### src/rtl/vga_sync_receiver_if.sv
`default_nettype none
// ============================================================================
// Module   : vga_sync_receiver_if
// Desc     : 1-bit VGA stream (hsync, vsync, black/white pixel) between a
//            timing generator (master) and a sync receiver (slave).
// Revision : 1.0 - initial release
// ============================================================================
interface vga_sync_receiver_if;
   logic hsync_in;
   logic vsync_in;
   logic pixel_in;

   modport master (
      output hsync_in,
      output vsync_in,
      output pixel_in
   );

   modport slave (
      input  hsync_in,
      input  vsync_in,
      input  pixel_in
   );
endinterface
`default_nettype wire

### src/rtl/vga_sync_receiver.sv
`default_nettype none
// ============================================================================
// Module   : vga_sync_receiver
// Desc     : Recovers pixel coordinates from a 1-bit VGA stream, checks line
//            and frame timing, reports lock, and captures a per-frame
//            lit-pixel count and one probe pixel.
// Revision : 1.0 - initial release
// ============================================================================
module vga_sync_receiver #(
   parameter int H_ACTIVE        = 640,
   parameter int H_FRONT         = 24,
   parameter int H_SYNC          = 40,
   parameter int H_BACK          = 128,
   parameter int V_ACTIVE        = 480,
   parameter int V_FRONT         = 9,
   parameter int V_SYNC          = 3,
   parameter int V_BACK          = 28,
   parameter int SYNC_ACTIVE_LOW = 1
) (
   input  logic                video_clk,
   input  logic                reset,
   vga_sync_receiver_if.slave  vga,
   input  logic [9:0]          probe_x,
   input  logic [9:0]          probe_y,
   output logic [9:0]          x_pos,
   output logic [9:0]          y_pos,
   output logic                active,
   output logic                locked,
   output logic                frame_done,
   output logic [18:0]         lit_count,
   output logic                probe_pixel,
   output logic                sync_err,
   output logic [7:0]          err_count
);

   localparam logic [9:0] c_h_total  = 10'(H_ACTIVE + H_FRONT + H_SYNC + H_BACK);
   localparam logic [9:0] c_h_last   = 10'(H_ACTIVE + H_FRONT + H_SYNC + H_BACK - 1);
   localparam logic [9:0] c_v_last   = 10'(V_ACTIVE + V_FRONT + V_SYNC + V_BACK - 1);
   localparam logic [9:0] c_h_vis_lo = 10'(H_SYNC + H_BACK);
   localparam logic [9:0] c_h_vis_hi = 10'(H_SYNC + H_BACK + H_ACTIVE);
   localparam logic [9:0] c_v_vis_lo = 10'(V_SYNC + V_BACK);
   localparam logic [9:0] c_v_vis_hi = 10'(V_SYNC + V_BACK + V_ACTIVE);
   localparam logic       c_pol      = (SYNC_ACTIVE_LOW != 0);

   typedef enum logic [1:0] {
      ST_SEARCH  = 2'd0,
      ST_MEASURE = 2'd1,
      ST_LOCKED  = 2'd2
   } state_t;

   state_t      r_state;
   state_t      w_state_next;

   // Normalised (1 = asserted) input samples and their registered copies
   logic        w_hs_n;
   logic        w_vs_n;
   logic        r_hs;
   logic        r_px;
   logic        r_vs_ls;      // vsync as sampled at the most recent line start
   logic        r_ls;         // line-start cycle (hs_r rose)
   logic        r_fs;         // frame-start cycle
   logic        w_ls_next;
   logic        w_fs_next;

   logic [9:0]  r_h_cnt;
   logic [9:0]  r_v_cnt;
   logic [9:0]  r_h_last;     // h_cnt value just before the latest line start
   logic [9:0]  r_v_last;     // v_cnt value just before the latest line start

   logic        w_line_bad;
   logic        w_timeout;
   logic        w_frame_bad;
   logic        w_viol;
   logic        w_capture;

   logic [18:0] r_acc;
   logic        r_probe;
   logic        r_frame_done;
   logic        r_sync_err;
   logic [18:0] r_lit_count;
   logic        r_probe_pixel;
   logic [7:0]  r_err_count;

   // The counters are loaded on the same edge that registers the sync edge,
   // so in the line-start cycle h_cnt already reads 0 and lines up with px_r.
   assign w_hs_n    = vga.hsync_in ^ c_pol;
   assign w_vs_n    = vga.vsync_in ^ c_pol;
   assign w_ls_next = w_hs_n & ~r_hs;
   assign w_fs_next = w_ls_next & w_vs_n & ~r_vs_ls;

   // Input stage: register syncs and pixel, flag line/frame start cycles
   always_ff @(posedge video_clk or posedge reset) begin
      if (reset) begin
         r_hs    <= 1'b0;
         r_px    <= 1'b0;
         r_vs_ls <= 1'b0;
         r_ls    <= 1'b0;
         r_fs    <= 1'b0;
      end else begin
         r_hs <= w_hs_n;
         r_px <= vga.pixel_in;
         r_ls <= w_ls_next;
         r_fs <= w_fs_next;
         if (w_ls_next) begin
            r_vs_ls <= w_vs_n;
         end
      end
   end

   // Horizontal/vertical position counters, saturating, with pre-reset snapshots
   always_ff @(posedge video_clk or posedge reset) begin
      if (reset) begin
         r_h_cnt  <= 10'd0;
         r_v_cnt  <= 10'd0;
         r_h_last <= 10'd0;
         r_v_last <= 10'd0;
      end else begin
         if (w_ls_next) begin
            r_h_last <= r_h_cnt;
            r_h_cnt  <= 10'd0;
            r_v_last <= r_v_cnt;
            if (w_fs_next) begin
               r_v_cnt <= 10'd0;
            end else if (r_v_cnt != 10'h3FF) begin
               r_v_cnt <= r_v_cnt + 10'd1;
            end
         end else if (r_h_cnt != 10'h3FF) begin
            r_h_cnt <= r_h_cnt + 10'd1;
         end
      end
   end

   // Timing checks; nothing is enforced while still searching for a frame
   assign w_line_bad  = r_ls & (r_h_last != c_h_last);
   assign w_timeout   = (r_h_cnt == c_h_total);
   assign w_frame_bad = r_fs & (r_v_last != c_v_last);
   assign w_viol      = (r_state != ST_SEARCH) & (w_line_bad | w_timeout | w_frame_bad);
   assign w_capture   = r_fs & (r_state == ST_LOCKED) & ~w_viol;

   // Lock FSM state register
   always_ff @(posedge video_clk or posedge reset) begin
      if (reset) begin
         r_state <= ST_SEARCH;
      end else begin
         r_state <= w_state_next;
      end
   end

   // Lock FSM next state: a violation always drops back to SEARCH
   always_comb begin
      w_state_next = r_state;
      case (r_state)
         ST_SEARCH: begin
            if (r_fs) begin
               w_state_next = ST_MEASURE;
            end
         end
         ST_MEASURE: begin
            if (w_viol) begin
               w_state_next = ST_SEARCH;
            end else if (r_fs) begin
               w_state_next = ST_LOCKED;
            end
         end
         ST_LOCKED: begin
            if (w_viol) begin
               w_state_next = ST_SEARCH;
            end
         end
         default: begin
            w_state_next = ST_SEARCH;
         end
      endcase
   end

   // Coordinates and visible-area qualifier
   always_comb begin
      x_pos  = r_h_cnt - c_h_vis_lo;
      y_pos  = r_v_cnt - c_v_vis_lo;
      locked = (r_state == ST_LOCKED);
      active = locked
               & (r_h_cnt >= c_h_vis_lo) & (r_h_cnt < c_h_vis_hi)
               & (r_v_cnt >= c_v_vis_lo) & (r_v_cnt < c_v_vis_hi);
   end

   // Per-frame capture: accumulate lit pixels and latch the probe pixel
   always_ff @(posedge video_clk or posedge reset) begin
      if (reset) begin
         r_acc   <= 19'd0;
         r_probe <= 1'b0;
      end else begin
         if (r_fs) begin
            r_acc <= 19'd0;
         end else if (active) begin
            r_acc <= r_acc + {18'd0, r_px};
         end
         if (active && (x_pos == probe_x) && (y_pos == probe_y)) begin
            r_probe <= r_px;
         end
      end
   end

   // Status outputs: error pulse/count and end-of-frame results
   always_ff @(posedge video_clk or posedge reset) begin
      if (reset) begin
         r_sync_err    <= 1'b0;
         r_err_count   <= 8'd0;
         r_frame_done  <= 1'b0;
         r_lit_count   <= 19'd0;
         r_probe_pixel <= 1'b0;
      end else begin
         r_sync_err   <= w_viol;
         r_frame_done <= w_capture;
         if (w_viol && (r_err_count != 8'hFF)) begin
            r_err_count <= r_err_count + 8'd1;
         end
         if (w_capture) begin
            r_lit_count   <= r_acc;
            r_probe_pixel <= r_probe;
         end
      end
   end

   assign sync_err    = r_sync_err;
   assign err_count   = r_err_count;
   assign frame_done  = r_frame_done;
   assign lit_count   = r_lit_count;
   assign probe_pixel = r_probe_pixel;

endmodule
`default_nettype wire

### src/flat_wrapper.sv
// flat-port wrapper written by rule: the top's interface ports become plain ports
module vga_sync_receiver_flat 
#(
   parameter int H_ACTIVE        = 640,
   parameter int H_FRONT         = 24,
   parameter int H_SYNC          = 40,
   parameter int H_BACK          = 128,
   parameter int V_ACTIVE        = 480,
   parameter int V_FRONT         = 9,
   parameter int V_SYNC          = 3,
   parameter int V_BACK          = 28,
   parameter int SYNC_ACTIVE_LOW = 1
)
  (video_clk, reset, probe_x, probe_y, x_pos, y_pos, active, locked, frame_done, lit_count, probe_pixel, sync_err, err_count, vga_hsync_in, vga_vsync_in, vga_pixel_in);
  vga_sync_receiver_if vga_i ();
  input  logic video_clk;
  input  logic reset;
  input  logic [9:0] probe_x;
  input  logic [9:0] probe_y;
  output logic [9:0] x_pos;
  output logic [9:0] y_pos;
  output logic active;
  output logic locked;
  output logic frame_done;
  output logic [18:0] lit_count;
  output logic probe_pixel;
  output logic sync_err;
  output logic [7:0] err_count;
  input wire logic [$bits(vga_i.hsync_in)-1:0] vga_hsync_in;
  input wire logic [$bits(vga_i.vsync_in)-1:0] vga_vsync_in;
  input wire logic [$bits(vga_i.pixel_in)-1:0] vga_pixel_in;
  assign vga_i.hsync_in = vga_hsync_in;
  assign vga_i.vsync_in = vga_vsync_in;
  assign vga_i.pixel_in = vga_pixel_in;
  vga_sync_receiver #(.H_ACTIVE(H_ACTIVE), .H_FRONT(H_FRONT), .H_SYNC(H_SYNC), .H_BACK(H_BACK), .V_ACTIVE(V_ACTIVE), .V_FRONT(V_FRONT), .V_SYNC(V_SYNC), .V_BACK(V_BACK), .SYNC_ACTIVE_LOW(SYNC_ACTIVE_LOW)) u_core (.video_clk(video_clk), .reset(reset), .vga(vga_i), .probe_x(probe_x), .probe_y(probe_y), .x_pos(x_pos), .y_pos(y_pos), .active(active), .locked(locked), .frame_done(frame_done), .lit_count(lit_count), .probe_pixel(probe_pixel), .sync_err(sync_err), .err_count(err_count));
endmodule
### config.mk
export PLATFORM = sky130hd
export DESIGN_NAME = vga_sync_receiver_flat
export DESIGN_NICKNAME = d
export VERILOG_FILES = /design/src/rtl/vga_sync_receiver_if.sv /design/src/rtl/vga_sync_receiver.sv /design/src/flat_wrapper.sv
export SDC_FILE = /design/constraint.sdc
export NUM_CORES = 1
export LEC_CHECK = 0
export ABC_CLOCK_PERIOD_IN_PS = 3100
export BUFFER_PORTS_ARGS = -buffer_cell sky130_fd_sc_hd__buf_2
export CAP_MARGIN = 20
export CORE_UTILIZATION = 25
export CTS_CLUSTER_DIAMETER = 50
export CTS_CLUSTER_SIZE = 12
export DETAILED_ROUTE_END_ITERATION = 7
export PLACE_DENSITY = 0.48
export SLEW_MARGIN = 20
export SYNTH_ARGS = -nofsm -noshare
export SYNTH_HDL_FRONTEND = slang
export SYNTH_SLANG_ARGS = --single-unit
### constraint.sdc
create_clock -name video_clk -period 3.1 [get_ports video_clk]
set_clock_uncertainty 0.1 [all_clocks]
set_input_delay 0 -clock video_clk [delete_from_list [all_inputs] [get_ports video_clk]]
set_output_delay 0 -clock video_clk [all_outputs]
set_load 0.02 [all_outputs]
== After elaboration in Yosys (flattened, before gate mapping) ==
Index checks and enable logic that the tools add are counted.

* Flip-flop bits (word level): 97
* Logic and storage cells: 80
* Bits of input ports: 25
* Output and inout bits: 52

* $add $sub $neg: 6
* Muxes and demuxes: 11
* Reductions and logical operators: 10
* $lt $le $gt $ge: 4
* Equal/unequal tests: 13
* Bitwise gates (word level): 19

{| class="wikitable"
|+ Operators by type and width
! kind !! number
|-
| $mux 10 || 4
|-
| $ne 10x10->1 const B || 4
|-
| $mux 19 || 2
|-
| $add 10x1->10 const B || 2
|-
| $eq 10x10->1 || 2
|-
| $add 19x1->19 || 1
|-
| $and 1x1->1 || 12
|-
| $eq 10x10->1 const B || 1
|-
| $ge 10x5->1 const B || 1
|-
| $ge 10x8->1 const B || 1
|-
| $lt 10x10->1 const B || 1
|-
| $lt 10x9->1 const B || 1
|-
| $sub 10x5->10 const B || 1
|-
| $sub 10x8->10 const B || 1
|-
| $add 8x1->8 const B || 1
|-
| $mux 2 || 4
|-
| $ne 8x8->1 const B || 1
|-
| $reduce_bool 2->1 || 4
|-
| $pmux 2 s3 || 1
|-
| $not 1->1 || 5
|-
| $ne 2x1->1 const B || 2
|-
| $logic_and 1x1->1 || 3
|-
| $ne 3x1->1 const B || 1
|-
| $reduce_and 3->1 || 1
|-
| 5 further kinds || 6
|}

== Longest topological paths before layout ==
Gate-level depths: netlist (run 1).

* Depth after elaboration: 7
* Mapped depth: 11
* Gate-level depth less buffers: 10

== Least setup slack after synthesis (run 1) ==
Ideal clock, no wire load.

* Kind: reg-to-reg
* Start: register u_core.r_h_cnt[3]
* End: register u_core.r_probe
* Path buffers: 1
* Setup time: 0.127 ns
* Arrival time: 2.324 ns
* Period minus slack after synthesis: 2.551 ns
* Data required time: 2.873 ns
* Setup slack: 0.549 ns
* Stages on the path, launching flop included: 10
* Path through: dfrtp_1 -> buf_6 -> inv_1 -> ha_1 -> xor2_1 -> nand4_1 -> or4_1 -> nor4_1 -> nand4_1 -> mux2_1

* Elaborated cells on any way between the ends: 10
* Classes of those cells: 1 x add/sub; 2 x order compare; 1 x eq/ne; 4 x bitwise; 2 x reduce/logical

{| class="wikitable"
|+ RTL lines
! element !! RTL line !! source
|-
| start, declared || vga_sync_receiver.sv:65 || <nowiki>logic [9:0] r_h_cnt;</nowiki>
|-
| start signal, assigned || vga_sync_receiver.sv:128 || <nowiki>r_h_cnt <= r_h_cnt + 10'd1;</nowiki>
|-
| $sub 10x8->10 || vga_sync_receiver.sv:178 || <nowiki>x_pos = r_h_cnt - c_h_vis_lo;</nowiki>
|-
| named net x_pos[3] || flat_wrapper.sv:20 || <nowiki>output logic [9:0] x_pos;</nowiki>
|-
| $eq 10x10->1 || vga_sync_receiver.sv:197 || <nowiki>if (active && (x_pos == probe_x) && (y_pos == probe_y)) begin</nowiki>
|-
| $logic_and 1x1->1 (2 in a row) || vga_sync_receiver.sv:197 ||
|-
| end signal, assigned || vga_sync_receiver.sv:198 || <nowiki>r_probe <= r_px;</nowiki>
|-
| end, declared || vga_sync_receiver.sv:77 || <nowiki>logic r_probe;</nowiki>
|}

The timed path passes the listed nets, and every way through them passes these cells.
A chain may end at the register's enable or synchronous reset.

== Worst setup path in the final report (run 1) ==
* Start: register u_core.r_v_cnt[0]
* End: register u_core.r_probe

* Longest elaborated chain between the ends: 5
* Elaborated cells on any way between the ends: 8
* Classes of those cells: 1 x add/sub; 2 x order compare; 1 x eq/ne; 2 x bitwise; 2 x reduce/logical

{| class="wikitable"
|+ RTL lines
! element !! RTL line !! source
|-
| start, declared || vga_sync_receiver.sv:66 || <nowiki>logic [9:0] r_v_cnt;</nowiki>
|-
| start signal, assigned || vga_sync_receiver.sv:125 || <nowiki>r_v_cnt <= r_v_cnt + 10'd1;</nowiki>
|-
| branches (longest 4 deep; another with $sub 10x5->10) || n/a ||
|-
| $logic_and 1x1->1 (*) || vga_sync_receiver.sv:197 ||
|}

Mark *: on every way between the ends.

==> flow_metrics.env, run 1 <==
export IMPL_fillCellCount=2126
export IMPL_syn_to_final_growth_pct=19.9
export IMPL_start_util=0.258
export IMPL_dp_cells=850
export IMPL_synth_warnings=0
export IMPL_post_route_period_util=0.854
export IMPL_synth_edf_count=0
export IMPL_cts_tree="built"
export IMPL_fp_dieH_um=144
export IMPL_r2r_end="u_core.r_probe"
export IMPL_clock_path_buffers=2
export IMPL_rsz0062_at_grt="no"
export IMPL_finalInstanceArea_mm2=0.00608
export IMPL_grt_pass1_vias=3806
export IMPL_synthesis_instances=526
export IMPL_crit_path_end="u_core.r_probe"
export IMPL_layout_commonest_cell="dfrtp_1"
export IMPL_placed_area_mm2=0.00575
export IMPL_clock_sinks=97
export IMPL_first_iter_violations=306
export IMPL_relSlewSlack=0.521
export IMPL_io_pins=77
export IMPL_r2r_start="u_core.r_v_cnt[0]"
export IMPL_instances_no_fill=870
export IMPL_worstPathCellList="ha_1, nand4_1, a211oi_2, o211ai_2, or2_1, nor4_1, nand4_1, mux2_1"
export IMPL_ys_seq_elements=97
export IMPL_dp_hpwl_um=9400
export IMPL_crit_cells=8
export IMPL_drt_vias_per_instance=4.52
export IMPL_routed_via_count=3935
export IMPL_worst_slew_pin_slew_ns=0.713
export IMPL_internal_power_mw=2.24
export IMPL_crit_buf_inv=0
export IMPL_pwr_density_cell_mw_per_mm2=562
export IMPL_die_x_um=144
export IMPL_core_area_mm2=0.0197
export IMPL_synth_seq_area_share=0.479
export IMPL_diodes=0
export IMPL_track_usage=0.129
export IMPL_switchingPower_mw=1.18
export IMPL_async_reset_ff_frac=1.00
export IMPL_syn_area_per_cell_um2=9.64
export IMPL_drv_cap=0
export IMPL_finalPower_mw=3.42
export IMPL_cts_buffers_inserted=9
export IMPL_routedWlPerCell_um=14.4
export IMPL_setup_tns_ns=0
export IMPL_pwr_share_seq=0.447
export IMPL_crit_path_end_kind="flip-flop"
export IMPL_vdd_drop_max_uv=271
export IMPL_switching_share=0.345
export IMPL_synth_distinct_cells=55
export IMPL_yosysTopAreaCell="dfrtp_1"
export IMPL_post_route_min_period_ns=2.65
export IMPL_max_freq_ghz=0.378
export IMPL_pre_cts_ws_ns=0.426
export IMPL_power_share_clock=0.321
export IMPL_routed_wl_um=12600
export IMPL_critical_path_max_stage_delay_ns=0.45
export IMPL_finish_utilization=0.309
export IMPL_drive_gt1_frac=0.235
export IMPL_netlist_area_mm2=0.00507
export IMPL_setup_viol=0
export IMPL_hold_path_class="input pin to flip-flop"
export IMPL_crit_top_cell="nand4_1"
export IMPL_dr_pass1_iters=4
export IMPL_clock_root_buffer="clkbuf_16"
export IMPL_crit_fanout=6
export IMPL_antenna_found_initial=0
export IMPL_yosysTopAreaCellShare=0.479
export IMPL_regToRegSetupSlack_ns=0.45
export IMPL_status="completed"
export IMPL_place_gp_congestion=0.815
export IMPL_crit_type="flip-flop to flip-flop"
export IMPL_grt_pass1_wl_um=20600
export IMPL_pwr_share_comb=0.232
export IMPL_path_delay_family="simple AND/OR/NAND/NOR gates"
export IMPL_reg2regPathDepth=8
export IMPL_clkLatencyLatePin_ns=0.35
export IMPL_worst_ep_arrival_time_ns=2.79
export IMPL_whs_ns=0.114
export IMPL_hold_viol=0
export IMPL_fp_row_count=51
export IMPL_cts_clk_slew_worst_paths_ns=0.07
export IMPL_cts_setup_buffers=0
export IMPL_startpoint="u_core.r_v_cnt[0]"
export IMPL_synth_area_top_cells="dfrtp_1, xnor2_1, nand2_1"
export IMPL_drtAntennaViolNets=0
export IMPL_numPortBuffers=76
export IMPL_grt_max_degree=53
export IMPL_cp_slowest_cell="dfrtp_1"
export IMPL_drcViolationCount=0
export IMPL_fin_ws_ns=0.451
export IMPL_p_leak_nw=2.89
export IMPL_layout_common_cells="dfrtp_1, buf_2, nand2_1, nor2_1, xnor2_1"
export IMPL_drv_slew=0
export IMPL_grt_ovfl_total=0
export IMPL_cts_htree_levels=3
export IMPL_nets=634
export IMPL_startpoint_type="flip-flop"
export IMPL_crit_required_ns=3.24
export IMPL_ys_flop_type="dfrtp_1"
export IMPL_fp_dieArea_mm2=0.0209
export IMPL_synthesis_nets=560
[per-layer routing]
layer	vias to the layer above	GRT usage	part of all wire
met1	1883	0.173	0.46
met4	0	0.0343	0.0093
li1	1937	-	-
met3	9	0.0321	0.055
met5	-	0	0
met2	106	0.207	0.47
[timing repair]
item	in CTS	in global routing
hold endpoints to repair	55	0
hold buffers	4	0
resized for setup	0	0
[power by group through the flow]
stage | Clock, mW | Combinational [mW] | Sequential, mW
final | 1.10 | 0.791 | 1.53
after global routing | 1.18 | 0.881 | 1.55
after CTS | 1.13 | 0.808 | 1.53
after detailed placement | 0 | 0.801 | 1.55
after global placement | 0 | 0.794 | 1.55
after floorplan | 0 | 0.562 | 1.52
[registers in the layout, indices dropped and copies added (netlist names), 2 cells and up]
register and cells:
u_core.r_state 2, u_core.r_h_cnt 10, u_core.err_count 8, u_core.r_v_cnt 10, u_core.r_h_last 10, u_core.r_acc 19
u_core.lit_count 19, u_core.r_v_last 10
[tightest hold or removal path: cells and delay by family]
family / cells / cell delay [ns]
xor+xnor: 1 / 0.15
buf+inv: 1 / 0.11
mux: 1 / 0.13
simple gates: 2 / 0.15
[cell usage after synthesis (8+ instances only)]
library cell,number
a21oi_1,13
clkbuf_1,20
dfrtp_1,97
ha_1,9
inv_1,17
mux2_2,21
nand2_1,74
nand3_1,23
nand4_1,16
nor2_1,49
nor3_1,14
nor4_1,8
o21ai_0,25
xnor2_1,36
xor2_1,22
[layout make-up]
class | instances | area, um^2 | share of cell area
clock buffer | 9 | 225 | 0.0370
clock inverter | 7 | 66.3 | 0.0109
sequential | 97 | 2430 | 0.399
tap | 265 | 332 | 0.0545
inverter | 19 | 73.8 | 0.0121
multi-input combinational | 376 | 2410 | 0.396
timing repair buffer | 97 | 548 | 0.0901
[logic make-up after synthesis]
group	Yosys count	share of synthesized area
flip-flops	97	0.479
AO/OA/AOI/OAI	64	0.0846
multiplexers	26	0.0567
adder cells (fa/ha/maj)	9	0.0222
buffers and inverters	53	0.0461
XOR/XNOR	58	0.100
AND/OR/NAND/NOR	219	0.211
[worst min-delay path by stage]
stage                     end          from  cells past startpoint
6_report       u_core.r_probe    probe_y[9]                      5
5_1_grt        u_core.r_probe    probe_y[9]                      5
3_3_place_gp      u_core.r_px  vga_pixel_in                      1
3_5_place_dp      u_core.r_px  vga_pixel_in                      1
4_1_cts        u_core.r_probe    probe_y[9]                      5
2_1_floorplan     u_core.r_px  vga_pixel_in                      0
Power figures use the tool's default switching activity.
==> run 2, diff against run 1 <==
ABC_AREA = 1   (was default)
ABC_CLOCK_PERIOD_IN_PS = 2750   (was 3100)
clock period = 2.75 ns   (was 3.1 ns; I/O delays follow)
==> run 2 against run 1 <==
Total power is 10% higher. First-iteration DRC count is 15% lower. Core utilization is 0.24 points lower.
==> flow_metrics.env, run 2 <==
export IMPL_status="completed"
export IMPL_routed_via_count=4566
export IMPL_cts_clk_slew_worst_paths_ns=0.07
export IMPL_cts_resized=0
export IMPL_crit_fanout=13
export IMPL_grt_pass1_wl_um=22600
export IMPL_synth_warnings=0
export IMPL_routed_wl_um=13500
export IMPL_synth_edf_count=0
export IMPL_numPortBuffers=76
export IMPL_switching_share=0.342
export IMPL_rsz0062_at_grt="no"
export IMPL_pwr_share_comb=0.216
export IMPL_setup_tns_ns=0
export IMPL_cts_tree="built"
export IMPL_clock_root_buffer="clkbuf_16"
export IMPL_switchingPower_mw=1.29
export IMPL_pwr_share_seq=0.447
export IMPL_io_pins=77
export IMPL_worst_ep_arrival_time_ns=2.21
export IMPL_syn_to_final_growth_pct=18.8
export IMPL_ys_seq_elements=97
export IMPL_antenna_found_initial=0
export IMPL_drive_gt1_frac=0.188
export IMPL_synth_seq_area_share=0.458
export IMPL_yosysTopAreaCell="dfrtp_1"
export IMPL_routedWlPerCell_um=13.1
export IMPL_vdd_drop_max_uv=286
export IMPL_hold_path_class="input pin to flip-flop"
export IMPL_fp_row_count=52
export IMPL_nets=786
export IMPL_post_route_period_util=0.840
export IMPL_pwr_density_cell_mw_per_mm2=598
export IMPL_hold_viol=0
export IMPL_post_route_min_period_ns=2.31
export IMPL_track_usage=0.131
export IMPL_dr_pass1_iters=4
export IMPL_fp_dieH_um=148
export IMPL_whs_ns=0.0170
export IMPL_cts_setup_buffers=0
export IMPL_core_area_mm2=0.0205
export IMPL_dp_hpwl_um=10100
export IMPL_grt_max_degree=51
export IMPL_drt_vias_per_instance=4.45
export IMPL_clock_path_buffers=2
export IMPL_netlist_area_mm2=0.00530
export IMPL_async_reset_ff_frac=1.00
export IMPL_drv_cap=0
export IMPL_synthMostInstantiatedCell="nand2_1"
export IMPL_regToRegSetupSlack_ns=0.49
export IMPL_clock_sinks=97
export IMPL_setup_viol=0
export IMPL_finish_utilization=0.307
export IMPL_fin_ws_ns=0.439
export IMPL_crit_path_end_kind="primary output"
export IMPL_synthesis_instances=675
export IMPL_whs_path_depth=7
export IMPL_start_util=0.258
export IMPL_drcViolationCount=0
export IMPL_startpoint_type="flip-flop"
export IMPL_max_freq_ghz=0.433
export IMPL_power_share_clock=0.337
export IMPL_worstPathCellList="ha_1, nand2_1, clkinv_1, nand2_2, nand2_1, nand4_1, nor2_2, nand2_2, inv_2, buf_2"
export IMPL_relSlewSlack=0.570
export IMPL_die_x_um=148
export IMPL_syn_area_per_cell_um2=7.85
export IMPL_synthesis_nets=709
export IMPL_synth_area_top_cells="dfrtp_1, nand2_1, nand3_1"
export IMPL_drv_slew=0
export IMPL_layout_common_cells="nand2_1, dfrtp_1, buf_2, inv_1, nand3_1"
export IMPL_clkLatencyLatePin_ns=0.36
export IMPL_finalInstanceArea_mm2=0.00629
export IMPL_cts_htree_levels=3
export IMPL_internal_power_mw=2.48
export IMPL_grt_pass1_vias=4347
export IMPL_crit_required_ns=2.65
export IMPL_ys_flop_type="dfrtp_1"
export IMPL_reg2regPathDepth=16
export IMPL_synth_distinct_cells=40
export IMPL_grt_ovfl_total=0
export IMPL_critical_path_max_stage_delay_ns=0.45
export IMPL_p_leak_nw=3.13
export IMPL_placed_area_mm2=0.00595
export IMPL_place_gp_congestion=0.784
export IMPL_cp_slowest_cell="dfrtp_1"
export IMPL_yosys_top_cells_count="nand2_1, dfrtp_1, inv_1"
export IMPL_drtAntennaViolNets=0
export IMPL_fp_dieArea_mm2=0.0218
export IMPL_pre_cts_ws_ns=0.441
export IMPL_crit_type="flip-flop to primary output"
export IMPL_first_iter_violations=260
export IMPL_layout_commonest_cell="nand2_1"
export IMPL_yosysTopAreaCellShare=0.458
export IMPL_worst_slew_pin_slew_ns=0.645
export IMPL_diodes=0
export IMPL_cts_buffers_inserted=9
==> run 2: per-stage QoR <==
step,cells,power (mW)
3_5_place_dp,1006,2.53
6_report,1027,3.76
3_3_place_gp,1006,2.53
4_1_cts,1027,3.82
5_1_grt,1027,4.01
2_1_floorplan,675,2.29
==> run 2: area by class of cell <==
| cell class | count | area, um^2 |
|---|---|---|
| inverter | 72 | 273 |
| multi-input combinational | 483 | 2460 |
| tap | 270 | 338 |
| timing repair buffer | 89 | 503 |
| fill | 2229 | 14200 |
| sequential | 97 | 2430 |
| clock inverter | 7 | 71.3 |
| clock buffer | 9 | 225 |
==> run 2: worst paths after layout <==
kind | startpoint | end
min in group asynchronous | reset | u_core.lit_count[2]
max in group asynchronous | reset | u_core.r_v_last[8]
min | probe_y[9] | u_core.r_probe
min reg2reg | u_core.r_vs_ls | u_core.r_fs
max reg2reg | u_core.r_h_cnt[3] | u_core.r_probe
max | u_core.r_v_cnt[0] | active
==> run 2: logic make-up (layout without fill, tap and decap cells) <==
group	Yosys count	count (layout)	synth area share
adder cells (fa/ha/maj)	9	9	0.0213
flip-flops	97	97	0.458
AO/OA/AOI/OAI	77	77	0.0888
XOR/XNOR	25	25	0.0413
buffers and inverters	95	177	0.0780
AND/OR/NAND/NOR	372	372	0.312
==> run 2: timing repair <==
action / CTS / global route
endpoints found under the setup margin: 0 / 0
endpoints found under the hold margin: 52 / 0
hold buffers: 5 / 0
==> run 2: layer usage <==
metal  global-route usage  part of all wire  up-vias
li1                     -                 -     2350
met1                0.183              0.50     2120
met2                0.204              0.46       84
met3               0.0290             0.033       12
met4               0.0345             0.012        0
met5                    0                 0        -
==> run 2: power by group through the flow <==
stage | combinational (mW) | sequential (mW) | clock (mW)
after global placement | 0.821 | 1.71 | 0
after detailed placement | 0.822 | 1.71 | 0
after global routing | 0.928 | 1.70 | 1.37
after floorplan | 0.597 | 1.69 | 0
after CTS | 0.829 | 1.68 | 1.31
final | 0.813 | 1.68 | 1.27
==> run 2: worst max-delay path, delay by kind of cell (launching register included) <==
| family | cells | cell delay (ns) |
|---|---|---|
| fa+ha+maj | 1 | 0.20 |
| buf+inv | 3 | 0.45 |
| flops | 1 | 0.45 |
| simple gates | 6 | 0.75 |
